`config.mk`:
```
export PLATFORM = sky130hd
export DESIGN_NAME = alu_div6_flat
export DESIGN_NICKNAME = d
export VERILOG_FILES = /design/src/rtl/alu_div6_if.sv /design/src/rtl/alu_div6.sv /design/src/flat_wrapper.sv
export SDC_FILE = /design/constraint.sdc
export NUM_CORES = 1
export LEC_CHECK = 0
export BUFFER_PORTS_ARGS = -buffer_cell sky130_fd_sc_hd__buf_4
export CAP_MARGIN = 30
export CORE_MARGIN = 2
export CORE_UTILIZATION = 56
export CTS_BUF_LIST = sky130_fd_sc_hd__clkbuf_16
export DETAILED_ROUTE_END_ITERATION = 7
export GPL_ROUTABILITY_DRIVEN = 0
export HOLD_SLACK_MARGIN = 0.06
export PLACE_DENSITY_LB_ADDON = 0.1
export SYNTH_ARGS = -nofsm -noshare
export SYNTH_HDL_FRONTEND = slang
export SYNTH_SLANG_ARGS = --single-unit
```
`constraint.sdc`:
```
create_clock -name clk -period 3.8 [get_ports clk]
set_clock_uncertainty 0.1 [all_clocks]
set_input_delay 0.57 -clock clk [delete_from_list [all_inputs] [get_ports clk]]
set_output_delay 0.57 -clock clk [all_outputs]
set_load 0.005 [all_outputs]
```
`src/rtl/alu_div6_if.sv`:
```
// Operand/result handshake bundle for the alu_div6 restoring divider.
// The master supplies operands and accepts results; the slave is the divider.
interface alu_div6_if;
    logic        in_valid;
    logic        in_ready;
    logic [11:0] dividend;
    logic [5:0]  divisor;
    logic        out_valid;
    logic        out_ready;
    logic [11:0] quotient;
    logic [5:0]  remainder;
    logic        div_zero;

    modport master (
        output in_valid, dividend, divisor, out_ready,
        input  in_ready, out_valid, quotient, remainder, div_zero
    );

    modport slave (
        input  in_valid, dividend, divisor, out_ready,
        output in_ready, out_valid, quotient, remainder, div_zero
    );
endinterface

```
`src/rtl/alu_div6.sv`:
```
// 12/6-bit unsigned restoring divider, one quotient bit per clock, MSB first.
// Define ALU_DIV_ZERO_DETECT_EN to short-circuit a zero divisor straight to DONE with div_zero=1.
module alu_div6 (
    input  logic       clk,
    input  logic       rst,
    alu_div6_if.slave  bus
);
    typedef enum logic [1:0] {IDLE, RUN, DONE} state_t;

    state_t      state_reg, state_next;
    logic [11:0] dvd_reg;   // dividend shifts out the top, quotient bits shift in the bottom
    logic [5:0]  pr_reg;
    logic [5:0]  dvs_reg;
    logic [3:0]  cnt_reg;
    logic        dz_reg;

    logic [6:0]  pr_shift;
    logic [5:0]  pr_diff;
    logic        q_bit;
    logic        zero_skip;

`ifdef ALU_DIV_ZERO_DETECT_EN
    assign zero_skip = (bus.divisor == 6'd0);
`else
    assign zero_skip = 1'b0;
`endif

    // The 7-bit partial remainder; after a subtract it always fits back in 6 bits.
    always_comb begin
        pr_shift = {pr_reg, dvd_reg[11]};
        q_bit    = (pr_shift >= {1'b0, dvs_reg});
        pr_diff  = pr_shift[5:0];
        if (q_bit) begin
            pr_diff = 6'(pr_shift - {1'b0, dvs_reg});
        end
    end

    always_comb begin
        state_next = state_reg;
        case (state_reg)
            IDLE: if (bus.in_valid) state_next = zero_skip ? DONE : RUN;
            RUN:  if (cnt_reg == 4'd11) state_next = DONE;
            DONE: if (bus.out_ready) state_next = IDLE;
            default: state_next = IDLE;
        endcase
    end

    always_ff @(posedge clk or posedge rst) begin
        if (rst) begin
            state_reg <= IDLE;
        end else begin
            state_reg <= state_next;
        end
    end

    always_ff @(posedge clk or posedge rst) begin
        if (rst) begin
            dvd_reg <= 12'd0;
            pr_reg  <= 6'd0;
            dvs_reg <= 6'd0;
            cnt_reg <= 4'd0;
            dz_reg  <= 1'b0;
        end else begin
            case (state_reg)
                IDLE: begin
                    if (bus.in_valid) begin
                        dvs_reg <= bus.divisor;
                        cnt_reg <= 4'd0;
                        if (zero_skip) begin
                            dvd_reg <= 12'hFFF;
                            pr_reg  <= bus.dividend[5:0];
                            dz_reg  <= 1'b1;
                        end else begin
                            dvd_reg <= bus.dividend;
                            pr_reg  <= 6'd0;
                            dz_reg  <= 1'b0;
                        end
                    end
                end
                RUN: begin
                    pr_reg  <= pr_diff;
                    dvd_reg <= {dvd_reg[10:0], q_bit};
                    cnt_reg <= cnt_reg + 4'd1;
                end
                default: ;
            endcase
        end
    end

    assign bus.in_ready  = (state_reg == IDLE);
    assign bus.out_valid = (state_reg == DONE);
    assign bus.quotient  = dvd_reg;
    assign bus.remainder = pr_reg;
    assign bus.div_zero  = dz_reg;
endmodule

```
`src/flat_wrapper.sv`:
```
// flat-port wrapper written by rule: the top's interface ports become plain ports
module alu_div6_flat 
  (clk, rst, bus_in_valid, bus_dividend, bus_divisor, bus_out_ready, bus_in_ready, bus_out_valid, bus_quotient, bus_remainder, bus_div_zero);
  alu_div6_if bus_i ();
  input  logic clk;
  input  logic rst;
  input wire logic [$bits(bus_i.in_valid)-1:0] bus_in_valid;
  input wire logic [$bits(bus_i.dividend)-1:0] bus_dividend;
  input wire logic [$bits(bus_i.divisor)-1:0] bus_divisor;
  input wire logic [$bits(bus_i.out_ready)-1:0] bus_out_ready;
  output wire logic [$bits(bus_i.in_ready)-1:0] bus_in_ready;
  output wire logic [$bits(bus_i.out_valid)-1:0] bus_out_valid;
  output wire logic [$bits(bus_i.quotient)-1:0] bus_quotient;
  output wire logic [$bits(bus_i.remainder)-1:0] bus_remainder;
  output wire logic [$bits(bus_i.div_zero)-1:0] bus_div_zero;
  assign bus_i.in_valid = bus_in_valid;
  assign bus_i.dividend = bus_dividend;
  assign bus_i.divisor = bus_divisor;
  assign bus_i.out_ready = bus_out_ready;
  assign bus_in_ready = bus_i.in_ready;
  assign bus_out_valid = bus_i.out_valid;
  assign bus_quotient = bus_i.quotient;
  assign bus_remainder = bus_i.remainder;
  assign bus_div_zero = bus_i.div_zero;
  alu_div6 u_core (.clk(clk), .rst(rst), .bus(bus_i));
endmodule
```
After elaboration in Yosys (flattened, before gate mapping)

Index checks and enable logic that the tools add are counted.
W data, S select, Z words.

Output and inout port bits: 21
Word-level logic and storage cells: 30
Bits in registers: 30

Eq/ne operators: 6
$lt $le $gt $ge: 1
Multiplexer cells: 11
Add/sub/neg operators: 2
Reduce and logical (&&, ||, !) cells: 5

Operators by type and width:

| kind                  | count |
|---|---|
| $pmux W12 S2          | 1 |
| $mux W12              | 1 |
| $mux W6               | 2 |
| $pmux W6 S2           | 1 |
| $pmux W4 S2           | 1 |
| $ge A7 B6 Y1          | 1 |
| $mux W2               | 3 |
| $pmux W2 S3           | 1 |
| $sub A6 B6 Y6         | 1 |
| $add A4 B1 Y4 const B | 1 |
| $eq A4 B4 Y1 const B  | 1 |
| $mux W4               | 1 |
| $ne A2 B2 Y1 const B  | 2 |
| $reduce_and A2 Y1     | 2 |
| $reduce_and A3 Y1     | 1 |
| $eq A2 B1 Y1 const B  | 1 |
| $eq A2 B2 Y1 const B  | 1 |
| $logic_not A2 Y1      | 1 |
| $ne A2 B1 Y1 const B  | 1 |
| $reduce_bool A2 Y1    | 1 |

Logic depth before layout (Yosys ltp)

Depth after elaboration: 3
Depth in mapped cells: 8

Worst setup path before layout

OpenSTA, ideal clock, no wires.

Path kind: register to register
Start point: register u_core.pr_reg[2] (netlist: u_core.bus.remainder[2])
End point: register u_core.dvd_reg[0] (netlist: u_core.bus.quotient[0])
Buffers on the path: 0
Cell stages (with the launch flop): 7
Arrival time: 1.697 ns
Setup slack: 1.877 ns
Cells stage by stage: dfrtp_1 ha_1 a21o_1 a21oi_4 o211ai_4 and2_4 a221o_1

Longest elaborated chain between the ends: 2

Ends and longest elaborated chain:

| what                   | RTL line       | RTL |
|---|---|---|
| start, declared        | alu_div6.sv:12 | `logic [5:0] pr_reg;` |
| start signal, assigned | alu_div6.sv:71 | `pr_reg <= bus.dividend[5:0];` |
| start signal, assigned | alu_div6.sv:81 | `pr_reg <= pr_diff;` |
| $ge A7 B6 Y1           | alu_div6.sv:31 | `q_bit = (pr_shift >= {1'b0, dvs_reg});` |
| $pmux W12 S2           | alu_div6.sv:64 | `case (state_reg)` |
| end signal, assigned   | alu_div6.sv:74 | `dvd_reg <= bus.dividend;` |
| end signal, assigned   | alu_div6.sv:82 | `dvd_reg <= {dvd_reg[10:0], q_bit};` |
| end, declared          | alu_div6.sv:11 | `logic [11:0] dvd_reg;` |

No other way between the ends.
A chain may end at the register's enable or synchronous reset.

Worst setup path in the final report

Start point: register u_core.dvd_reg[11] (netlist: u_core.bus.quotient[11])
End point: register u_core.dvd_reg[0] (netlist: u_core.bus.quotient[0])

Longest elaborated chain between the ends: 2

Ends and longest elaborated chain:

| what         | RTL line |
|---|---|
| $ge A7 B6 Y1 | alu_div6.sv:31 |
| $pmux W12 S2 | alu_div6.sv:64 |

No other way between the ends.

==> results.cfg <==
[global_routing]
grt_first_pass_wirelength_mm = 6.285
grt_max_degree = 32
grt_use_total = 0.2479
antenna_found_initial = 0
first_global_vias = 1364
overflow = 0

[layout]
largest_reg_flops = 12
fin_nets = 243
areaGrowthSynthToFinish_pct = 29.71
final_util = 0.7686
drive_gt1_frac = 0.2664
final_common_cell = buf_4
n_antenna_cell = 0
layout.cells.most_common_list = buf_4, dfrtp_1, nand2_1

[synth]
yosysWarnings = 0
syn-num-nets = 202
synthCells = 172
yosysSeqAreaShare = 0.4594
syn_avg_cell_area_um2 = 9.500
syn-cell-area_um2 = 1634
ys_seq_elements = 30
postSynth.asyncResetShare = 1.000
synth_cell_type_count = 38
synth_edf_count = 0
ys.flop_type = dfrtp_1

[setup_path]
crit_type = reg -> reg
cp.required_ps = 3850
worstPathArrival_ps = 2100
crit_path_max_fanout = 7
cp-end-kind = register
startpoint_type = register

[sta]
rsz0062_at_grt = no
max_freq_mhz = 487.1
final_max_slew_viol_count = 0
setup_tns_ps = 0
finalCritPeriodShare = 0.5403
min_period_ps = 2053
setup_violations = 0
worstMarginPinSlew_ps = 586.6
relSlewSlack = 0.6089
hold_viol = 0

[power]
power.density_nw_per_um2 = 1013
vdd_drop_max_mv = 0.7777
p_leak_nw = 1.070

[route]
drcViolationCount = 0
ant_nets = 0
wl_mm = 3.833
wl_per_cell_um = 15.64
via_per_inst = 5.755
route.vias.total = 1410
drt_iter0_drc = 62
drt_pre_antenna_iters = 4

[die]
pin_count = 43
die_width_um = 58.02
die_y_um = 58.02
core_area_um2 = 2758
dieArea_um2 = 3366
rows = 19
initial_utilization = 0.5926

[clock_network]
post_cts_buffers = 0
h-tree-depth = 2
clk_path_buf_depth = 2
numCtsBuffers = 5
clkTransAtPathRegs_ps = 50
root_buffer = clkbuf_16
clock_sinks = 30
hold_buffers = 0
clk_latency_ps = 270
cts_tree = done
cts_resized = 0

[job]
cap_violations = 0

[min_path]
hold_class = in -> async

[placement]
place_hpwl_mm = 2.600
io_buffer_count = 41

[status]
status = complete, no violations
[through the flow]
| step | power (W) | hold slack (ps) | instances | instance area [um^2] | worst slack (ps) |
|---|---|---|---|---|---|
| 6_report | 0.002146 | 205.9 | 245 | 2120 | 1747 |
| 5_1_grt | 0.002308 | 228.2 | 245 | 2120 | 1645 |
| 4_1_cts | 0.002141 | 217.9 | 245 | 2120 | 1768 |
| 3_5_place_dp | 0.001724 | 399.7 | 237 | 1978 | 1812 |
| 3_3_place_gp | 0.001656 | 386.2 | 235 | 1936 | 1844 |
| 2_1_floorplan | 0.001387 | 383.6 | 172 | 1634 | 1877 |
[critical path, cell delays in order, from the launching register on]
cell and delay [ps]:
dfrtp_1 370, inv_1 70, ha_1 330, nand2b_1 170
a21oi_1 240, o211ai_4 140, and2_4 190, a221o_1 320
[cells in the mapped netlist (all sizes together) (2+ instances only)]
master / n / area, um^2
dfrtp: 30 / 750.7
nand2: 27 / 101.4
o21ai: 21 / 105.1
nand3: 13 / 65.06
inv: 10 / 37.54
mux2i: 10 / 100.1
a21oi: 7 / 46.30
ha: 7 / 87.58
buf: 5 / 36.28
clkbuf: 5 / 18.77
o211ai: 5 / 51.30
nand4: 4 / 25.02
nand2b: 3 / 18.77
nor2: 3 / 11.26
xor2: 3 / 26.28
and2: 2 / 15.02
and3: 2 / 13.77
[worst paths after layout]
kind / start / endpoint / slack (ps) / depth (start not counted)
setup / recovery: u_core.bus.quotient[11] / u_core.bus.quotient[0] / 1750 / 7
hold / removal: rst / u_core.cnt_reg[3] / 210 / 2
setup reg to reg: u_core.bus.quotient[11] / u_core.bus.quotient[0] / 1750 / 7
hold reg to reg: u_core.bus.quotient[4] / u_core.bus.quotient[5] / 400 / 2
max in group asynchronous: rst / u_core.dvs_reg[5] / 2940 / 3
min in group clk: bus_out_ready / u_core.state_reg[1] / 370 / 2
[routing by layer]
metal	vias to the layer above	wire, um	track usage
met4	0	102	0.1163
met3	13	215	0.07589
met5	-	0	0
li1	678	-	-
met2	50	1857	0.3864
met1	669	1657	0.3163
[report_power, final]
part | switching, W | leakage (nW) | internal, W
combinational | 0.000633 | 0.630 | 0.000534
clock | 0.000137 | 0.0672 | 0.000238
sequential | 0.000126 | 0.372 | 0.000477
total | 0.000897 | 1.07 | 0.00125
[cell type report]
cell class | count | area, um^2
well taps | 31 | 38.79
multi-input cells | 122 | 793.3
inverters | 10 | 37.54
clock buffers | 5 | 125.1
repair buffers | 44 | 357.8
flip-flops and latches | 30 | 750.7
fillers | 202 | 638.1
clock inverters | 3 | 16.27
[cell families (layout without fill, tap and decap cells)]
family	Yosys count	count (layout)	share of synthesized area
DFF	30	30	0.4594
adders and majority gates	8	8	0.06585
AOI/OAI and AO/OA	39	39	0.1539
muxes	11	11	0.06815
and+or+nand+nor	59	59	0.1723
other	1	1	0.002295
buffers and inverters	20	62	0.05666
xor gates and xnor gates	4	4	0.02144
No activity file was read; power rests on OpenSTA's default activity.
